File: src/rtl/fifo_buffer_param.sv
// Parametrised single-clock FIFO with registered or first-word-fall-through read,
// occupancy count, programmable almost flags and sticky overflow/underflow flags.
module fifo_buffer_param #(
  parameter int DATA_WIDTH = 8,
  parameter int DEPTH      = 16,
  parameter int AF_LEVEL   = DEPTH - 2,
  parameter int AE_LEVEL   = 2,
  parameter int FWFT       = 0
) (
  input  logic                    clock,
  input  logic                    reset,
  input  logic                    EN,
  input  logic                    WR,
  input  logic                    RD,
  input  logic [DATA_WIDTH-1:0]   dataIn,
  input  logic                    clr_err,
  output logic [DATA_WIDTH-1:0]   dataOut,
  output logic                    valid,
  output logic                    EMPTY,
  output logic                    FULL,
  output logic                    ALMOST_EMPTY,
  output logic                    ALMOST_FULL,
  output logic [$clog2(DEPTH):0]  count,
  output logic                    OVERFLOW,
  output logic                    UNDERFLOW
);

  localparam int AW = $clog2(DEPTH);
  localparam int CW = AW + 1;

  logic [DATA_WIDTH-1:0] r_mem [DEPTH];
  logic [AW-1:0]         r_wr_ptr;
  logic [AW-1:0]         r_rd_ptr;
  logic [CW-1:0]         r_count;
  logic                  r_ovf;
  logic                  r_udf;

  logic w_empty;
  logic w_full;
  logic w_rd_acc;
  logic w_wr_acc;
  logic w_ovf_set;
  logic w_udf_set;

  assign w_empty = (r_count == '0);
  assign w_full  = (r_count == CW'(DEPTH));

  // Handshake: WR and RD are single-cycle requests qualified by EN. A read is
  // accepted when the FIFO holds data; a write is accepted when there is room or
  // a read is accepted in the same cycle (so a full FIFO streams through).
  // A request that is not accepted is dropped and latches the matching sticky
  // error flag; nothing is retried.
  assign w_rd_acc  = EN & RD & ~w_empty;
  assign w_wr_acc  = EN & WR & (~w_full | w_rd_acc);
  assign w_ovf_set = EN & WR & ~w_wr_acc;
  assign w_udf_set = EN & RD & w_empty;

  always_ff @(posedge clock or negedge reset) begin
    if (!reset) begin
      r_wr_ptr <= '0;
      r_rd_ptr <= '0;
      r_count  <= '0;
      r_ovf    <= 1'b0;
      r_udf    <= 1'b0;
    end else begin
      if (w_wr_acc) r_wr_ptr <= r_wr_ptr + AW'(1);
      if (w_rd_acc) r_rd_ptr <= r_rd_ptr + AW'(1);
      if (w_wr_acc && !w_rd_acc)      r_count <= r_count + CW'(1);
      else if (w_rd_acc && !w_wr_acc) r_count <= r_count - CW'(1);
      // A new error in the clearing cycle wins over the clear.
      if (EN && clr_err) begin
        r_ovf <= w_ovf_set;
        r_udf <= w_udf_set;
      end else begin
        r_ovf <= r_ovf | w_ovf_set;
        r_udf <= r_udf | w_udf_set;
      end
    end
  end

  // Storage is deliberately left out of reset.
  always_ff @(posedge clock) begin
    if (w_wr_acc) r_mem[r_wr_ptr] <= dataIn;
  end

  generate
    if (FWFT != 0) begin : g_fwft
      // Head word is shown combinationally; forced to zero while empty so reset
      // drives dataOut to 0 even though the array is not cleared.
      assign dataOut = w_empty ? '0 : r_mem[r_rd_ptr];
      assign valid   = ~w_empty;
    end else begin : g_reg
      logic [DATA_WIDTH-1:0] r_dout;
      logic                  r_valid;

      always_ff @(posedge clock or negedge reset) begin
        if (!reset) begin
          r_dout  <= '0;
          r_valid <= 1'b0;
        end else begin
          r_valid <= w_rd_acc;
          if (w_rd_acc) r_dout <= r_mem[r_rd_ptr];
        end
      end

      assign dataOut = r_dout;
      assign valid   = r_valid;
    end
  endgenerate

  assign count        = r_count;
  assign EMPTY        = w_empty;
  assign FULL         = w_full;
  assign ALMOST_EMPTY = (r_count <= CW'(AE_LEVEL));
  assign ALMOST_FULL  = (r_count >= CW'(AF_LEVEL));
  assign OVERFLOW     = r_ovf;
  assign UNDERFLOW    = r_udf;

endmodule

File: config.mk
export PLATFORM = sky130hd
export DESIGN_NAME = fifo_buffer_param
export DESIGN_NICKNAME = d
export VERILOG_FILES = /design/src/rtl/fifo_buffer_param.sv
export SDC_FILE = /design/constraint.sdc
export NUM_CORES = 1
export LEC_CHECK = 0
export ABC_CLOCK_PERIOD_IN_PS = 3400
export BUFFER_PORTS_ARGS = -buffer_cell sky130_fd_sc_hd__buf_2
export CORE_MARGIN = 5
export CORE_UTILIZATION = 63
export CTS_BUF_LIST = sky130_fd_sc_hd__clkbuf_4 sky130_fd_sc_hd__clkbuf_8
export CTS_CLUSTER_DIAMETER = 100
export DETAILED_ROUTE_END_ITERATION = 16
export PLACE_DENSITY = 0.82
export REMOVE_ABC_BUFFERS = 1
export SLEW_MARGIN = 20
export SYNTH_ARGS = -nofsm -noshare
export SYNTH_HDL_FRONTEND = slang
export SYNTH_SLANG_ARGS = --single-unit
export TNS_END_PERCENT = 50
File: constraint.sdc
create_clock -name clock -period 3.4 [get_ports clock]
set_input_delay 0.68 -clock clock [delete_from_list [all_inputs] [get_ports clock]]
set_output_delay 0.68 -clock clock [all_outputs]
set_load 0.05 [all_outputs]
# == Yosys cells after proc, flatten, opt, wreduce, memory -nomap -nowiden ==
# Memories as Yosys holds them, arrays and structs flattened. A register that Yosys moved wholly into a read port is not among the register bits.
# Index checks and enable logic that the tools add are counted.
# totals
wordCells,40
output_inout_bits,20
mem_bits_rw,128
regBits,16
input_bits,14
memories,1
# mem_list
memory,words,word_bits,rd,rd_clocked_by_memory_dff,write_ports,line,rtl
r_mem,16,8,1,1,1,31,logic [DATA_WIDTH-1:0] r_mem [DEPTH];
# classes
muxes,6
eq_ne,1
order_cmp,2
bitwise_logic,12
add_sub_neg,4
n_reduce_logical,8
# ops
cell,count
5-bit two-way mux,2
4-bit by 1-bit adder with 4-bit output (second input constant),2
1-bit bitwise AND,6
5-bit by 1-bit adder with 5-bit output (second input constant),1
5-bit == test (second input constant),1
5-bit by 4-bit >= comparator with 1-bit output (second input constant),1
5-bit by 2-bit <= comparator with 1-bit output (second input constant),1
5-bit zero test,1
5-bit by 1-bit subtractor with 5-bit output (second input constant),1
1-bit two-way mux,4
1-bit logical AND,3
1-bit zero test,3
1-bit inverter,3
1-bit bitwise OR,3
2-bit nonzero test,1

# == Logic depth before layout (Yosys ltp) ==
# Gate-level depths: netlist of the first run.
# logic_depth
word_depth,9
ltp_mapped,12
ltp_nobuf,10

# == Least setup slack after synthesis of the first run ==
# OpenSTA, ideal clock, no wires.
# synth_path
path_kind,register to register
startpoint,reg r_count[4] (netlist: count[4])
endpoint,reg r_count[4] (netlist: count[4])
required_time_ns,3.257
t_arrival_ns,3.404
path_slack_ns,-0.147
period_less_slack_ns,3.547
path_stages_with_launch,13
path_cell_list,dfrtp_1 -> or3_1 -> nor3_2 -> or2_2 -> buf_4 -> buf_6 -> ha_1 -> inv_1 -> ha_1 -> a21o_1 -> a21oi_1 -> mux2i_1 -> xnor2_1
# synth_between
elab_chain_len,8
# synth_rtl
item,line,rtl
"start, declared",34,logic [CW-1:0] r_count;
"start signal, assigned",68,if (w_wr_acc && !w_rd_acc) r_count <= r_count + CW'(1);
"start signal, assigned",69,else if (w_rd_acc && !w_wr_acc) r_count <= r_count - CW'(1);
5-bit zero test (*),45,assign w_empty = (r_count == '0);
via EMPTY,19,"output logic EMPTY,"
1-bit inverter (*),53,assign w_rd_acc = EN & RD & ~w_empty;
1-bit bitwise AND (*),53,
1-bit bitwise OR,54,assign w_wr_acc = EN & WR & (~w_full | w_rd_acc);
1-bit bitwise AND,54,
1-bit zero test,69,
1-bit logical AND,69,
2-bit nonzero test (no source line),n/a,
# Mark *: on every way through the listed nets, which the timed path passes. The rest lies on a longest branch. The select of a mux whose other input is x is not followed.
# A chain may end at the register's enable or synchronous reset.

# == Worst setup path after layout of the first run ==
# layout_path
startpoint,reg r_count[4] (netlist: count[4])
endpoint,reg r_count[4] (netlist: count[4])
# layout_between
elab_chain_len,8
# layout_rtl
item,line
5-bit zero test,45
1-bit inverter,53
1-bit bitwise AND,53
1-bit bitwise OR,54
1-bit bitwise AND,54
1-bit zero test,69
1-bit logical AND,69
2-bit nonzero test (no source line),n/a
# Parallel ways exist; a longest one is shown, timed or not. The select of a mux whose other input is x is not followed.

==> summary.txt, run 1 <==
Cells and area
  • Multi-input gate area: 1620 µm²
  • Layout Nets: 410
  • # fillers: 592
  • Fin area: 6910 µm²
  • FF/Latch Area: 4450 µm²
  • Layout overhead on the synthesized area: 10.8%
  • Layout cell share with drive strength beyond 1: 26.6%
  • Antenna cells: 0
  • Fin cells: 531
  • Post-Route Utilization: 71.0%

Floorplan
  • Die Area: 12000 µm²
  • Starting Density: 64.1%
  • Num rows: 36
  • Die H: 110 µm
  • Core area: 9730 µm²
  • I/O pin total: 34
  • Die Wd: 110 µm

GRT
  • Vias in the first global route: 3194
  • Largest net degree at the start of global routing: 25
  • GRT overflow: 0
  • First-pass GRT wire length: 17200 µm
  • Antenna violations before repair: 0
  • Total GRT Usage: 20.0%

Synthesis
  • Main synth FF type: edfxtp_1
  • Synth async-reset ratio: 15.8%
  • Post-Syn Area: 6240 µm²
  • Netlist cell types: 35
  • Yosys warnings: 0
  • Syn_area_per_cell: 18.5 µm²
  • Number of synthesized flops with an enable pin: 128
  • Mapped Cells: 337
  • #FFs+latches synth: 152
  • Post-synthesis sequential area ratio: 71.3%

Timing
  • Worst-Margin Slew: 0.887 ns
  • Setup_tns: 0 ns
  • Period utilization: 86.5%
  • Max Clk Rate: 0.340 GHz
  • Fin Clk Skew: 0.0167 ns
  • Fin worst setup slack: 0.458 ns
  • Worst slew margin: 40.7%
  • Final slew viol count: 0
  • RSZ-0062 raised after global routing: no
  • Post-layout minimum cycle time: 2.94 ns
  • Final Hold Viols: 0
  • Setup Viol. Count Final: 0
  • Hold WS: 0.197 ns

Detailed routing
  • Drt first pass iters: 4
  • WL per Instance: 20.8 µm
  • Via count: 3097
  • # DRC: 0
  • DR vias/cell: 5.83
  • Iter 0 DRT Violations: 302
  • ANT nets after route: 0
  • Detailed Route WL: 11000 µm

Setup path
  • Critical path required time: 3.77 ns
  • Setup crit end: count[4]
  • R2R setup slack: 0.46 ns
  • Crit. Startpoint: count[4]
  • Critical path endpoint category: flop
  • WS Path Type: flop to flop
  • FF-to-FF Start: count[4]
  • Worst R2R End: count[4]
  • Critical path arrival: 3.32 ns
  • Crit path max fanout: 20
  • Register-to-Register Path Depth: 10
  • Crit path launch type: flop

Clock network
  • CTS clk-pin slew, worst paths: 0.09 ns
  • Htree depth: 4
  • Post-CTS Repair Setup Buffers: 0
  • Post-CTS Resized: 0
  • CTS Sinks: 152
  • Clk buf depth: 2
  • Root Buffer: clkbuf_8
  • Skew-Pair Late Insertion Delay: 0.44 ns
  • CTS Buf Count: 17
  • CTS tree: yes
  • Hold_buf cts: 0

Place
  • Hpwl dp: 7420 µm
  • I/O Buffers: 33
  • Placed instance area: 6540 µm²
  • Dpl ws: 0.455 ns
  • Cells after DPL: 499
  • GP Congestion: 0.750

Power and ir drop
  • Maximum VDD drop: 0.450 mV
  • Power density over the cells: 802 nW/µm²
  • Total power: 5.54 mW
  • LEAKAGE: 2.49 nW

Job
  • Max_cap viols: 0

Min path
  • Hold WC Path Type: primary input to asynchronous set/reset pin

Outcome
  • Status: finished clean
-- placed cells by master, fill, tap and decap left out, drive strengths merged, types with 2 or more instances in the layout --
| cell type | n |
|---|---|
| xnor2 | 9 |
| nand4 | 2 |
| nor2 | 15 |
| a32o | 2 |
| o21ai | 20 |
| clkbuf | 17 |
| ha | 10 |
| inv | 16 |
| nand2 | 33 |
| buf | 47 |
| mux2 | 8 |
| clkinv | 2 |
| dfrtp | 24 |
| nor3 | 5 |
| nand2b | 2 |
| clkinvlp | 5 |
| mux2i | 9 |
| a21oi | 3 |
| edfxtp | 128 |
| mux4 | 32 |
-- state kept, by name (all words and copies together), names as in the netlist --
| register | count |
|---|---|
| UNDERFLOW | 1 |
| count | 5 |
| r_wr_ptr | 4 |
| dataOut | 8 |
| r_mem | 128 |
| valid | 1 |
| OVERFLOW | 1 |
| r_rd_ptr | 4 |
-- critical path, cell delays in order, from the launching register on --
cell	delay, ns
dfrtp_1	0.43
or3_1	0.41
nor3_2	0.20
or2_2	0.37
ha_1	0.28
inv_1	0.12
ha_1	0.31
a21o_1	0.17
a21oi_1	0.20
mux2i_1	0.24
xnor2_1	0.13
-- cells in the mapped netlist, types with 3 or more instances --
cell | count | share of area [%]
buf_4 | 4 | 0.48
mux2_2 | 8 | 1.4
ha_1 | 10 | 2.0
edfxtp_1 | 128 | 62
a21oi_1 | 3 | 0.24
buf_6 | 4 | 0.72
o21ai_1 | 12 | 0.96
nand2_1 | 33 | 2.0
xnor2_1 | 9 | 1.3
nor3_1 | 4 | 0.32
clkbuf_1 | 3 | 0.18
inv_1 | 8 | 0.48
mux4_1 | 17 | 7.2
dfrtp_1 | 24 | 9.6
mux2i_1 | 9 | 1.4
mux4_2 | 15 | 5.4
o21ai_0 | 8 | 0.64
nor2_1 | 15 | 0.90
buf_2 | 4 | 0.32
-- layout make-up --
type | count | area share, %
flip-flops and latches | 152 | 64.3
clock inverters | 15 | 1.92
multi-input cells | 159 | 23.4
well taps | 133 | 2.41
inverters | 8 | 0.435
repair buffers | 47 | 4.09
clock buffers | 17 | 3.39
-- report_power, final --
group          internal, mW  switching [mW]  leakage (nW)  total [mW]
registers              2.23           0.298          1.45        2.52
clock network         0.531           0.734         0.172        1.27
logic                 0.767           0.981         0.870        1.75
total                  3.53            2.01          2.49        5.54
-- worst min-delay path by stage --
stage	from	cells after the start	end	slack (ns)
floorplan	reset	0	OVERFLOW	0.38
global placement	dataOut[7]	2	dataOut[7]	0.46
detailed placement	dataOut[6]	2	dataOut[6]	0.47
CTS	reset	1	count[0]	0.21
global route	reset	1	count[0]	0.23
finish	reset	1	count[0]	0.20
-- cells by family after synthesis --
kind of cell	count (synthesis)	share of synthesized area (%)
buffers and inverters	26	2.81
XOR/XNOR	10	1.40
AO/OA/AOI/OAI	28	2.59
multiplexers	49	15.5
AND/OR/NAND/NOR	61	4.15
adder cells (fa/ha/maj)	11	2.33
flip-flops	152	71.3
-- per-layer routing --
metal	wire length [µm]	vias up	track usage, %
li1	-	1414	-
met1	4460	1564	26.8
met2	5650	107	33.2
met3	802	12	4.64
met4	129	0	6.14
met5	0	-	0
No activity file was read; power rests on OpenSTA's default activity.
==> run 2, diff against run 1 <==
ABC_AREA = 1   (was default)
GPL_TIMING_DRIVEN = 0   (was default)
==> summary.txt, run 2 <==
Outcome
  • Status: finished clean

Synthesis
  • Count leader, synth: nand2_1
  • Post-Syn Area: 6800 µm² (+9.0%)
  • Netlist cell types: 25 (-29%)
  • Most area-hungry cell type in the Yosys netlist: edfxtp_1
  • Post-synthesis sequential area ratio: 65.4% (-5.9 points)
  • Top-area cell type share of the netlist area: 56.5% (-5.1 points)
  • Yosys warnings: 0 (unchanged)
  • Syn_area_per_cell: 10.1 µm² (-45%)
  • #FFs+latches synth: 152 (unchanged)
  • Synth async-reset ratio: 15.8% (unchanged)
  • Top cells by area, synth: edfxtp_1 57%, nand2_1 12%, dfrtp_1 8.8%
  • Number of synthesized flops with an enable pin: 128 (unchanged)
  • Synth cell count leaders: 220 x nand2_1, 128 x edfxtp_1, 109 x inv_1, 102 x nand3_1, 24 x dfrtp_1
  • Main synth FF type: edfxtp_1
  • Mapped Cells: 673 (+100%)

Floorplan
  • Die H: 114 µm (+4.0%)
  • Die Area: 13000 µm² (+8.2%)
  • Die Wd: 114 µm (+4.0%)
  • Num rows: 38 (+5.6%)
  • I/O pin total: 34 (unchanged)
  • Starting Density: 63.6% (-0.54 points)
  • Core area: 10700 µm² (+10%)

Setup path
  • Buf+Inv Stages, Crit Path: 2 (+1)
  • Worst path slowest cell: a21oi_2
  • Crit path launch type: flop
  • Crit path cell chain: inv_1 -> nand3_1 -> nor2_2 -> a21oi_2 -> ha_1 -> inv_1 -> ha_1 -> a21oi_1 -> o21ai_0 -> a21oi_1 -> o21ai_0 -> nand2_1 -> nand2_1
  • Crit path max fanout: 11 (-45%)
  • Critical path endpoint category: flop
  • CP delay by family, top: compound AO/OA/AOI/OAI gates
  • Critical path arrival: 3.32 ns (about the same)
  • Critical path required time: 3.73 ns (-0.04 ns)
  • Worst path max stage delay: 0.67 ns (+0.24 ns)
  • WS Path Type: flop to flop

Cells and area
  • Layout Nets: 721 (+76%)
  • Antenna cells: 0 (unchanged)
  • Number of flip-flops in the largest register: 128 (unchanged)
  • Layout cell share with drive strength beyond 1: 10.6% (-16 points)
  • Largest Register: r_mem
  • Layout overhead on the synthesized area: 9.40%
  • Post-Route Utilization: 69.5% (-1.5 points)
  • Most frequent cells in the layout: 220 x nand2_1, 128 x edfxtp_1, 108 x inv_1
  • Leading cell type in the layout, fill and taps excluded: nand2_1

Timing
  • RSZ-0062 raised after global routing: no
  • Fin Clk Skew: 0.0132 ns (-0.00356 ns)
  • Final Hold Viols: 0 (unchanged)
  • Max Clk Rate: 0.335 GHz (-1.5%)
  • Worst-Margin Slew: 0.942 ns (+0.0550 ns)
  • Worst slew margin: 37.0% (-3.7 points)
  • Period utilization: 87.8% (+1.3 points)
  • Post-layout minimum cycle time: 2.99 ns (+0.0442 ns)
  • Setup Viol. Count Final: 0 (unchanged)
  • Setup_tns: 0 ns (unchanged)
  • Final slew viol count: 0 (unchanged)

Detailed routing
  • ANT nets after route: 0 (unchanged)
  • WL per Instance: 17.4 µm (-16%)
  • Via count: 4680 (+51%)
  • Drt first pass iters: 6 (+2)
  • DR vias/cell: 5.51 (-5.5%)
  • # DRC: 0 (unchanged)
  • Detailed Route WL: 14800 µm (+34%)
  • Iter 0 DRT Violations: 545 (+80%)

GRT
  • Vias in the first global route: 4374 (+37%)
  • GRT overflow: 0 (unchanged)
  • Total GRT Usage: 23.9% (+3.9 points)
  • First-pass GRT wire length: 23000 µm (+33%)
  • Largest net degree at the start of global routing: 68 (+170%)
  • Antenna violations before repair: 0 (unchanged)

Clock network
  • Post-CTS Resized: 0 (unchanged)
  • Hold_buf cts: 0 (unchanged)
  • CTS Sinks: 152 (unchanged)
  • CTS tree: yes
  • CTS Buf Count: 17 (unchanged)
  • Clk buf depth: 2 (unchanged)
  • CTS clk-pin slew, worst paths: 0.08 ns (about the same)
  • Htree depth: 4 (unchanged)
  • Skew-Pair Late Insertion Delay: 0.45 ns (about the same)
  • Post-CTS Repair Setup Buffers: 0 (unchanged)
  • Root Buffer: clkbuf_8

Power and ir drop
  • LEAKAGE: 3.35 nW (+34%)
  • Maximum VDD drop: 0.458 mV (+1.8%)
  • Power density over the cells: 842 nW/µm² (+5.1%)

Place
  • I/O Buffers: 33 (unchanged)
  • Hpwl dp: 8860 µm (+19%)
  • GP Congestion: 0.877 (+17%)

Job
  • Max_cap viols: 0 (unchanged)

Min path
  • Hold WC Path Type: primary input to asynchronous set/reset pin
==> run 2: power breakdown <==
part	total (mW)	internal, mW	switching [mW]	leakage (nW)
clock	1.57	0.919	0.655	0.232
sequential	2.60	2.22	0.374	1.45
combinational	2.10	0.594	1.50	1.67
total	6.27	3.73	2.53	3.35
==> run 2: layout make-up <==
| type | instances | area, µm² |
|---|---|---|
| clock buffers | 20 | 269 |
| clock inverters | 12 | 198 |
| well taps | 140 | 175 |
| inverters | 112 | 423 |
| flip-flops and latches | 152 | 4450 |
| multi-input cells | 380 | 1760 |
| repair buffers | 33 | 165 |
| fillers | 756 | 3260 |
==> run 2: metal layers <==
metal  track usage, %  vias to the layer above  share of wire [%]
met4             10.7                        0                3.0
met5                0                        -                  0
met1             32.2                     2189                 39
met2             37.0                      254                 49
met3             6.05                       39                9.3
li1                 -                     2198                  -
==> run 2: metrics by stage <==
| step | std cells | setup WS [ns] | total power, mW | hold slack [ns] | instance area, µm² |
|---|---|---|---|---|---|
| final | 849 | 0.413 | 6.27 | 0.230 | 7440 |
| after global placement | 817 | -0.621 | 4.59 | 0.464 | 6970 |
| after CTS | 849 | 0.425 | 6.25 | 0.229 | 7440 |
| after global routing | 849 | 0.136 | 6.59 | 0.259 | 7440 |
| after floorplan | 644 | 0.313 | 3.99 | 0.384 | 6630 |
| after detailed placement | 817 | 0.293 | 4.66 | 0.468 | 6970 |
==> run 2: logic make-up after synthesis <==
family	synth area share (%)
flops	65.4
simple gates	21.4
fa+ha+maj	2.13
xor+xnor	1.03
buf+inv	8.76
compound gates	1.34
==> run 2: path summary, 6_finish.rpt <==
kind	start	end	slack (ns)	cells after the start
setup / recovery	count[0]	count[4]	0.41	13
hold / removal	reset	dataOut[0]	0.23	1
setup reg to reg	count[0]	count[4]	0.41	13
hold reg to reg	dataOut[2]	dataOut[2]	0.49	2
max in group asynchronous	reset	r_rd_ptr[0]	2.72	1
min in group clock	dataOut[2]	dataOut[2]	0.49	2
==> run 3, diff against run 2 <==
GPL_TIMING_DRIVEN = default   (was 0)
==> summary.txt, run 3 (synthesis results as in run 2) <==
Outcome
  • Status: finished clean

Timing
  • Setup_tns: 0 ns (unchanged)
  • Fin worst setup slack: 0.824 ns (+0.411 ns)
  • Setup Viol. Count Final: 0 (unchanged)
  • Worst slew margin: 29.8% (-7.2 points)
  • RSZ-0062 raised after global routing: no
  • Worst-Margin Slew: 1.05 ns (+0.110 ns)
  • Hold WS: 0.211 ns (-0.0184 ns)
  • Final Hold Viols: 0 (unchanged)
  • Final slew viol count: 0 (unchanged)
  • Fin Clk Skew: 0.0146 ns (+0.00144 ns)
  • Post-layout minimum cycle time: 2.58 ns (-0.411 ns)
  • Period utilization: 75.8% (-12 points)
  • Max Clk Rate: 0.388 GHz (+16%)

Clock network
  • Post-CTS Repair Setup Buffers: 0 (unchanged)
  • CTS tree: yes
  • CTS clk-pin slew, worst paths: 0.08 ns (about the same)
  • Hold_buf cts: 0 (unchanged)
  • Post-CTS Resized: 0 (unchanged)
  • Root Buffer: clkbuf_8
  • Htree depth: 4 (unchanged)
  • Skew-Pair Late Insertion Delay: 0.45 ns (about the same)
  • Clk buf depth: 2 (unchanged)
  • CTS Buf Count: 17 (unchanged)
  • CTS Sinks: 152 (unchanged)

Setup path
  • Setup crit end: count[4]
  • Register-to-Register Path Depth: 14 (+1)
  • Worst path slowest cell: dfrtp_1
  • Crit path max fanout: 11 (unchanged)
  • Crit. Startpoint: count[2]
  • Buf+Inv Stages, Crit Path: 2 (unchanged)
  • WS Path Type: flop to flop
  • Worst R2R End: count[4]
  • Critical path endpoint category: flop
  • CP delay by family, top: compound AO/OA/AOI/OAI gates
  • FF-to-FF Start: count[2]
  • Critical path required time: 3.73 ns (about the same)
  • Critical path arrival: 2.91 ns (-0.41 ns)
  • Worst path max stage delay: 0.47 ns (-0.20 ns)
  • Crit path cell chain: nor2_4 -> nand3_1 -> nor2_2 -> a21oi_2 -> buf_4 -> ha_1 -> inv_1 -> ha_1 -> a21oi_1 -> o21ai_0 -> a21oi_1 -> o21ai_0 -> nand2_1 -> nand2_1
  • Crit path launch type: flop
  • Critical path depth in cells: 14 (+1)
  • R2R setup slack: 0.82 ns (+0.41 ns)

Place
  • I/O Buffers: 33 (unchanged)
  • Cells after DPL: 821 (+0.49%)
  • Placed instance area: 7000 µm² (+0.34%)
  • Hpwl dp: 9260 µm (+4.5%)
  • GP Congestion: 0.894 (+1.9%)
  • Dpl ws: 0.663 ns (+0.370 ns)

Detailed routing
  • WL per Instance: 16.9 µm (-3.2%)
  • DR vias/cell: 5.42 (-1.7%)
  • ANT nets after route: 0 (unchanged)
  • Iter 0 DRT Violations: 481 (-12%)
  • # DRC: 0 (unchanged)
  • Via count: 4616 (-1.4%)
  • Drt first pass iters: 6 (unchanged)
  • Detailed Route WL: 14400 µm (-2.8%)

Cells and area
  • Fin cells: 852 (+0.35%)
  • Layout overhead on the synthesized area: 8.56%
  • Largest Register: r_mem
  • Number of flip-flops in the largest register: 128 (unchanged)
  • Antenna cells: 0 (unchanged)
  • Fin area: 7380 µm² (-0.77%)
  • Post-Route Utilization: 69.0% (-0.54 points)
  • Most frequent cells in the layout: 220 x nand2_1, 128 x edfxtp_1, 109 x inv_1
  • Layout Nets: 725 (+0.55%)
  • Layout cell share with drive strength beyond 1: 10.7% (+0.096 points)
  • Leading cell type in the layout, fill and taps excluded: nand2_1

Floorplan
  • Die Wd: 114 µm (unchanged)
  • Die H: 114 µm (unchanged)
  • Core area: 10700 µm² (unchanged)
  • Starting Density: 63.6% (unchanged)
  • Num rows: 38 (unchanged)
  • I/O pin total: 34 (unchanged)
  • Die Area: 13000 µm² (unchanged)

GRT
  • GRT overflow: 0 (unchanged)
  • Vias in the first global route: 4525 (+3.5%)
  • Antenna violations before repair: 0 (unchanged)
  • Total GRT Usage: 23.7% (-0.14 points)
  • First-pass GRT wire length: 23000 µm (+0.12%)
  • Largest net degree at the start of global routing: 67 (-1.5%)

Job
  • Max_cap viols: 0 (unchanged)

Power and ir drop
  • Maximum VDD drop: 0.529 mV (+16%)
  • LEAKAGE: 3.33 nW (-0.66%)
  • Power density over the cells: 811 nW/µm² (-3.7%)
  • Total power: 5.99 mW (-4.4%)

Min path
  • Hold WC Path Type: primary input to asynchronous set/reset pin
run 3: changes by cell type in the layout (fill, tap and decap cells not counted), moves of 2 or more:
cell	before	now
clkbuf_8	19	17
clkbuf_4	1	3
clkinv_4	2	4
bufinv_16	5	2
buf_4	0	4
run 3: power breakdown:
group	internal [mW]	total (mW)	switching, mW
Sequential	2.22	2.36	0.142
Clock	0.672	1.31	0.642
Combinational	0.626	2.31	1.69
run 3: layout make-up:
type / count / area [µm²]
Inverter: 112 / 422
Timing Repair Buffer: 37 / 195
Clock inverter: 11 / 128
Tap cell: 140 / 175
Fill cell: 780 / 3320
Sequential cell: 152 / 4450
Multi-Input combinational cell: 380 / 1760
Clock buffer: 20 / 256
run 3: how the worst min path moves through the flow:
stage	startpoint	end	slack, ns	cells after the start
floorplan	reset	OVERFLOW	0.38	0
global placement	dataOut[2]	dataOut[2]	0.47	2
detailed placement	dataOut[3]	dataOut[3]	0.46	2
CTS	reset	OVERFLOW	0.22	1
global route	reset	dataOut[5]	0.23	1
finish	reset	OVERFLOW	0.21	1
run 3: per-layer routing:
metal	global-route usage, %	routed length [µm]	vias up
li1	-	-	2209
met1	31.8	5840	2173
met2	37.8	7030	206
met3	6.31	1190	28
met4	8.63	312	0
met5	0	0	-
run 3: worst reg2reg max path, delay by kind of cell (launching register included):
kind	cells	cell delay, ns
buffers and inverters	2	0.37
AND/OR/NAND/NOR	5	0.49
AO/OA/AOI/OAI	5	0.64
adder cells (fa/ha/maj)	2	0.52
flip-flops	1	0.47
